--- src/rtl/mux_sel_arbiter_pkg.sv ---
// Shared definitions for the mux_4x1 select arbiter: select width, input
// count, FSM state encoding and a one-hot helper.
package mux_sel_arbiter_pkg;

  localparam int MUX_SEL_W = 2;
  localparam int MUX_N     = 4;

  typedef enum logic {
    ARB_IDLE  = 1'b0,
    ARB_GRANT = 1'b1
  } arb_state_e;

  // One-hot decode of a mux select index.
  function automatic logic [MUX_N-1:0] sel_onehot(input logic [MUX_SEL_W-1:0] idx);
    return MUX_N'(1) << idx;
  endfunction

endpackage

--- src/rtl/mux_rr_pick.sv ---
// Combinational rotating-priority encoder. Scans last+1, last+2, last+3,
// last (mod 4) and returns the first requester found. mask_en removes
// mask_idx from the scan so a releasing or timed-out holder is skipped.
module mux_rr_pick
  import mux_sel_arbiter_pkg::*;
(
  input  logic [MUX_N-1:0]     req,
  input  logic [MUX_SEL_W-1:0] last,
  input  logic [MUX_SEL_W-1:0] mask_idx,
  input  logic                 mask_en,
  output logic                 found,
  output logic [MUX_SEL_W-1:0] idx
);

  logic [MUX_SEL_W-1:0] cand;

  // Walk the four candidates in rotating order, keeping the first eligible one.
  always_comb begin
    found = 1'b0;
    idx   = last;
    cand  = last;
    for (int k = 1; k <= MUX_N; k++) begin
      cand = last + MUX_SEL_W'(k);
      if (!found && req[cand] && !(mask_en && (cand == mask_idx))) begin
        found = 1'b1;
        idx   = cand;
      end
    end
  end

endmodule

--- src/rtl/mux_sel_arbiter.sv ---
// Round-robin arbiter driving the select of a downstream mux_4x1.
// Registered sel/grant/valid; a grant is held while its requester keeps req
// high, and on release the next requester is granted on the same edge.
// Optional feature macro: MUX_ARB_TIMEOUT_EN (forces rotation after HOLD_MAX
// consecutive cycles when another requester is waiting).
module mux_sel_arbiter
  import mux_sel_arbiter_pkg::*;
#(
  parameter int HOLD_MAX = 8,
  parameter int HOLD_W   = 4
) (
  input  logic                 clk,
  input  logic                 rst_n,
  input  logic                 en,
  input  logic [MUX_N-1:0]     req,
  output logic [MUX_SEL_W-1:0] sel,
  output logic [MUX_N-1:0]     grant,
  output logic                 valid,
  output arb_state_e           dbg_state
);

  arb_state_e           state;
  logic [MUX_SEL_W-1:0] last;
  logic                 pick_found;
  logic [MUX_SEL_W-1:0] pick_idx;
  logic                 holder_keep;

  // In GRANT the current holder is excluded so a re-pick always moves on;
  // in IDLE the scan is unmasked and starts after the last winner.
  mux_rr_pick u_pick (
    .req      (req),
    .last     (last),
    .mask_idx (sel),
    .mask_en  (state == ARB_GRANT),
    .found    (pick_found),
    .idx      (pick_idx)
  );

`ifdef MUX_ARB_TIMEOUT_EN
  localparam logic [HOLD_W-1:0] HOLD_LAST = HOLD_W'(HOLD_MAX - 1);

  logic [HOLD_W-1:0] hold_cnt;

  // Holder keeps the grant unless it has used its full slice and someone waits.
  always_comb begin
    holder_keep = req[sel] && !((hold_cnt == HOLD_LAST) && pick_found);
  end
`else
  // Holder keeps the grant for as long as its request stays high.
  always_comb begin
    holder_keep = req[sel];
  end
`endif

  // Arbiter FSM with registered outputs; en=0 freezes every register.
  always_ff @(posedge clk or negedge rst_n) begin
    if (!rst_n) begin
      state    <= ARB_IDLE;
      sel      <= '0;
      grant    <= '0;
      valid    <= 1'b0;
      last     <= '1;
`ifdef MUX_ARB_TIMEOUT_EN
      hold_cnt <= '0;
`endif
    end else if (en) begin
      if (state == ARB_IDLE) begin
        if (pick_found) begin
          state    <= ARB_GRANT;
          sel      <= pick_idx;
          grant    <= sel_onehot(pick_idx);
          valid    <= 1'b1;
          last     <= pick_idx;
`ifdef MUX_ARB_TIMEOUT_EN
          hold_cnt <= '0;
`endif
        end
      end else begin
        if (holder_keep) begin
`ifdef MUX_ARB_TIMEOUT_EN
          if (hold_cnt != HOLD_LAST) begin
            hold_cnt <= hold_cnt + HOLD_W'(1);
          end
`endif
        end else if (pick_found) begin
          sel      <= pick_idx;
          grant    <= sel_onehot(pick_idx);
          last     <= pick_idx;
`ifdef MUX_ARB_TIMEOUT_EN
          hold_cnt <= '0;
`endif
        end else begin
          state <= ARB_IDLE;
          grant <= '0;
          valid <= 1'b0;
        end
      end
    end
  end

  assign dbg_state = state;

endmodule
--- config.mk ---
export PLATFORM = sky130hd
export DESIGN_NAME = mux_sel_arbiter
export DESIGN_NICKNAME = d
export VERILOG_FILES = /design/src/rtl/mux_sel_arbiter_pkg.sv /design/src/rtl/mux_rr_pick.sv /design/src/rtl/mux_sel_arbiter.sv
export SDC_FILE = /design/constraint.sdc
export NUM_CORES = 1
export LEC_CHECK = 0
export CAP_MARGIN = 40
export CORE_MARGIN = 4
export CORE_UTILIZATION = 50
export DETAILED_ROUTE_END_ITERATION = 16
export GPL_TIMING_DRIVEN = 0
export PLACE_DENSITY = 0.73
export SLEW_MARGIN = 20
export SYNTH_ARGS = -nofsm -noshare
export SYNTH_HDL_FRONTEND = slang
export SYNTH_SLANG_ARGS = --single-unit
export TNS_END_PERCENT = 20
--- constraint.sdc ---
create_clock -name clk -period 1.8 [get_ports clk]
set_clock_uncertainty 0.05 [all_clocks]
set_input_delay 0.36 -clock clk [delete_from_list [all_inputs] [get_ports clk]]
set_output_delay 0.36 -clock clk [all_outputs]
set_load 0.02 [all_outputs]
==> impl_summary.log, run 1 <==
INFO  metric power.total = 2.133 mW
INFO  metric cells_traversed_along_the_worst_timing_path = buf_6, nand3b_4, o211a_4, o21ai_4, mux2_4
INFO  metric r2r.worst_path.cells = 5
INFO  metric async_flop_share = 1.000
INFO  metric vias_per_cell = 6.000
INFO  metric power_frac_clock = 0.092
INFO  metric clock_tree.htree_level_count = 1
INFO  metric grt_start_max_net_pins = 11
INFO  metric critical-path-slowest-cell = sky130_fd_sc_hd__dfrtp_1
INFO  metric crit_path_max_incr_delay = 0.42 ns
INFO  metric timing.slew.headroom = 0.6869
INFO  metric boundaryPins = 15
INFO  metric synth-edff-count = 0
INFO  metric core_region_area = ~1700 µm²
INFO  metric max-vdd-ir-drop = 0.0008131 V
INFO  metric cellInternalPower = approximately 1.1 mW
INFO  metric dp_worst_setup_slack = -0.4444 ns
INFO  metric finish.cell_count_without_fillers = 150
INFO  metric die_height = ~50 µm
INFO  metric synth_seq_cells = 10
INFO  metric buffer_ports.inserted = 12
INFO  metric cp_startpoint = sel[1]
INFO  metric power.static_leakage = 0.4725 nW
INFO  metric antenna_cells = 0
INFO  metric synthDominantCellAreaShare = 0.2210
INFO  metric ff2ff_setup_slack = about 0.022 ns
INFO  metric ant_nets = 0
INFO  metric synth_top_cells_by_area = sky130_fd_sc_hd__dfrtp_1, sky130_fd_sc_hd__dfstp_2, sky130_fd_sc_hd__nand2_1
INFO  metric num_cts_buffers = 3
INFO  metric power.share.switching = 0.4647
INFO  metric drt-pass1-iter-count = 4
INFO  metric crit_path_max_fanout = 10
INFO  metric rows = 15
INFO  metric rr_startpoint = sel[1]
INFO  metric first_global_vias = 778
INFO  metric die_width = 50.57 µm
INFO  metric postCtsHoldBufs = 0
INFO  metric fin_setup_tns = 0 ns
INFO  metric total_setup_violations_reported_at_the_end_of_the_flow = 0
INFO  metric criticalPathCategory = reg2reg
INFO  metric tritoncts = built
INFO  metric setup_slack = 0.02241 ns
INFO  metric gp_routability_congestion = 0.8688
INFO  metric core_util_final = 0.6848
INFO  metric p_comb_frac = 0.682
INFO  metric finalMaxSlewViolations = 0
INFO  metric cap_violations = 0
INFO  metric power_density = 1804 nW/µm²
INFO  metric initial_utilization = 0.5246
INFO  metric synth-main-ff-cell = sky130_fd_sc_hd__dfrtp_1
INFO  metric drt_first_iter_violations = 27
INFO  metric drive_above_1_share = 0.2480
INFO  metric grt_first_pass_wirelength = 3.677 mm
INFO  metric dominant_cell_by_count_in_the_synthesized_netlist = sky130_fd_sc_hd__nand2_1
INFO  metric ys_warn_count = 0
INFO  metric critical_path_depth = 5
INFO  metric hold_viol_final = 0
INFO  metric final_nets = 133
INFO  metric mappedNetlistArea = between 900 and 1000 µm²
INFO  metric cp.required = about 1.9 ns
INFO  metric setup.worst_path.end_class = flop
INFO  metric path_buf_inv = 1
INFO  metric seq_area_frac_synth = 0.2790
INFO  metric path_clk_slew = around 0.070 ns
INFO  metric route.detailed.wl_per_inst = 15.81 µm
INFO  metric critical_path_start_type = flop
INFO  metric synthesis.instances = 107
INFO  metric synth.net_count = 114
INFO  metric dr_total_vias = 900
INFO  metric area_added_between_synthesis_and_finish = 30.52%
INFO  metric critical_path.endpoint = sel[1]
INFO  metric clockBufferDepth = 2
INFO  metric drt_wl_total = 2.372 mm
INFO  metric die_area = 2557 µm²
INFO  metric seq_power_share = 0.226
INFO  metric hold_path.class = in2async
INFO  metric cpLargestDelayFamily = compound AO/OA/AOI/OAI gates
INFO  metric track_usage = 0.1889
INFO  metric layout_min_cycle_time = between 1.5 and 2 ns
INFO  metric fmaxAchievable = between 500 and 600 MHz
INFO  metric regToRegEndpoint = sel[1]
INFO  metric drt_drc_violations_left = 0
INFO  metric ys_top_cells_by_count = sky130_fd_sc_hd__nand2_1, sky130_fd_sc_hd__a21oi_1, sky130_fd_sc_hd__dfrtp_1
INFO  metric detailed_place_hpwl = 1.683 mm
INFO  metric clock_sinks = 10
INFO  metric clock_tree.root_cell = sky130_fd_sc_hd__clkbuf_4
INFO  metric number_of_antenna_violations_at_the_first_check_in_global_routing = 0
INFO  metric outcome = complete, no violations
INFO  metric layout_worst_path_cycle_share = 0.9876
INFO  metric grt_setup_unrepaired = true
INFO  metric avgSynthCellArea = 8.466 µm²
INFO  metric worstMarginPinSlew = ~0.47 ns
INFO  metric synth_area_leader_cell = sky130_fd_sc_hd__dfrtp_1
INFO  metric ys_types = 47
INFO  metric placedCellCount = 144
INFO  metric clock_insertion_delay_worst_skew = 0.26 ns
INFO  metric cp_data_arrival_time = roughly 1.9 ns
INFO  metric grt_overflow = 0
INFO  metric switchingPower = about 990 µW
-- per-layer routing --
metal | routed length [µm] | track usage | part of all wire
met3 | 101 | 0.02077 | 0.043
met4 | 24 | 0.06726 | 0.010
met2 | 1210 | 0.3174 | 0.51
met1 | 1036 | 0.2486 | 0.44
met5 | 0 | 0 | 0
-- cell usage in the layout (no fill, tap or decap), types with 3 or more instances in the layout --
cell | synthesis | routed
sky130_fd_sc_hd__a21oi_1 | 8 | 8
sky130_fd_sc_hd__a31oi_1 | 3 | 3
sky130_fd_sc_hd__and2_1 | 3 | 3
sky130_fd_sc_hd__buf_4 | 2 | 4
sky130_fd_sc_hd__clkbuf_4 | 0 | 3
sky130_fd_sc_hd__clkdlybuf4s50_1 | 0 | 10
sky130_fd_sc_hd__dfrtp_1 | 8 | 6
sky130_fd_sc_hd__inv_1 | 4 | 4
sky130_fd_sc_hd__nand2_1 | 14 | 14
sky130_fd_sc_hd__nor4_1 | 4 | 4
sky130_fd_sc_hd__o21ai_0 | 3 | 3
sky130_fd_sc_hd__o21ai_1 | 7 | 7
-- stage by stage --
step,cell area [µm²],hold WS [ns]
6_report,1182,0.3536
5_1_grt,1182,0.3954
4_1_cts,1122,0.3634
3_5_place_dp,1057,0.4253
3_3_place_gp,1057,0.4170
2_1_floorplan,905.9,0.01441
-- layout make-up --
class,instances,area [µm²]
flip-flops and latches,10,255.2
multi-input cells,86,658.1
inverters,4,15.01
fillers,145,544.3
repair buffers,15,143.9
well taps,25,31.28
clock buffers,4,36.28
plain buffers,6,42.54
-- state kept, by name, indices dropped and copies added, names as in the netlist --
name / count
valid: 1
last: 2
dbg_state: 1
grant: 4
sel: 2
-- cell families after synthesis --
| logic type | after synthesis | share of synthesized area |
|---|---|---|
| AOI/OAI and AO/OA | 41 | 0.3232 |
| DFF | 10 | 0.2790 |
| muxes | 4 | 0.05110 |
| buffers and inverters | 11 | 0.06352 |
| and+or+nand+nor | 41 | 0.2832 |
-- worst min path at each step --
stage / startpoint / to / slack, ns / cells after the start
2_1_floorplan: rst_n / dbg_state / 0.01 / 0
3_5_place_dp: grant[1] / grant[1] / 0.43 / 2
3_3_place_gp: grant[1] / grant[1] / 0.42 / 2
5_1_grt: rst_n / sel[1] / 0.40 / 1
4_1_cts: rst_n / grant[2] / 0.36 / 1
6_report: rst_n / grant[2] / 0.35 / 1
-- power groups by stage --
stage	logic [mW]	clock network, mW	registers [mW]
detailed placement	1.32	0	0.441
global placement	1.30	0	0.436
floorplan	0.871	0	0.516
CTS	1.37	0.200	0.442
global route	1.56	0.214	0.496
finish	1.45	0.196	0.482
-- timing repair --
item / 4_1_cts / 5_1_grt
pin swaps: 1 / 1
resized for setup: 5 / 9
buffers inserted: 2 / 1
endpoints found under the setup margin: 9 / 10
No activity file was read; power rests on OpenSTA's default activity.
==> run 2: changes to the inputs <==
--- a/config.mk
+++ b/config.mk
@@ -9,6 +9,7 @@
 export CORE_MARGIN = 4
 export CORE_UTILIZATION = 50
 export DETAILED_ROUTE_END_ITERATION = 16
+export GPL_ROUTABILITY_DRIVEN = 1
 export GPL_TIMING_DRIVEN = 0
 export PLACE_DENSITY = 0.73
 export SLEW_MARGIN = 20
==> results of run 2 <==
No change in the layout: final DEF, timing and power equal those of run 1.
==> run 3: changes to the inputs <==
--- a/config.mk
+++ b/config.mk
@@ -8,6 +8,7 @@
 export CAP_MARGIN = 40
 export CORE_MARGIN = 4
 export CORE_UTILIZATION = 50
+export CTS_CLUSTER_SIZE = 24
 export DETAILED_ROUTE_END_ITERATION = 16
 export GPL_ROUTABILITY_DRIVEN = 1
 export GPL_TIMING_DRIVEN = 0
==> results of run 3 <==
No change in the layout: final DEF, timing and power equal those of run 1.
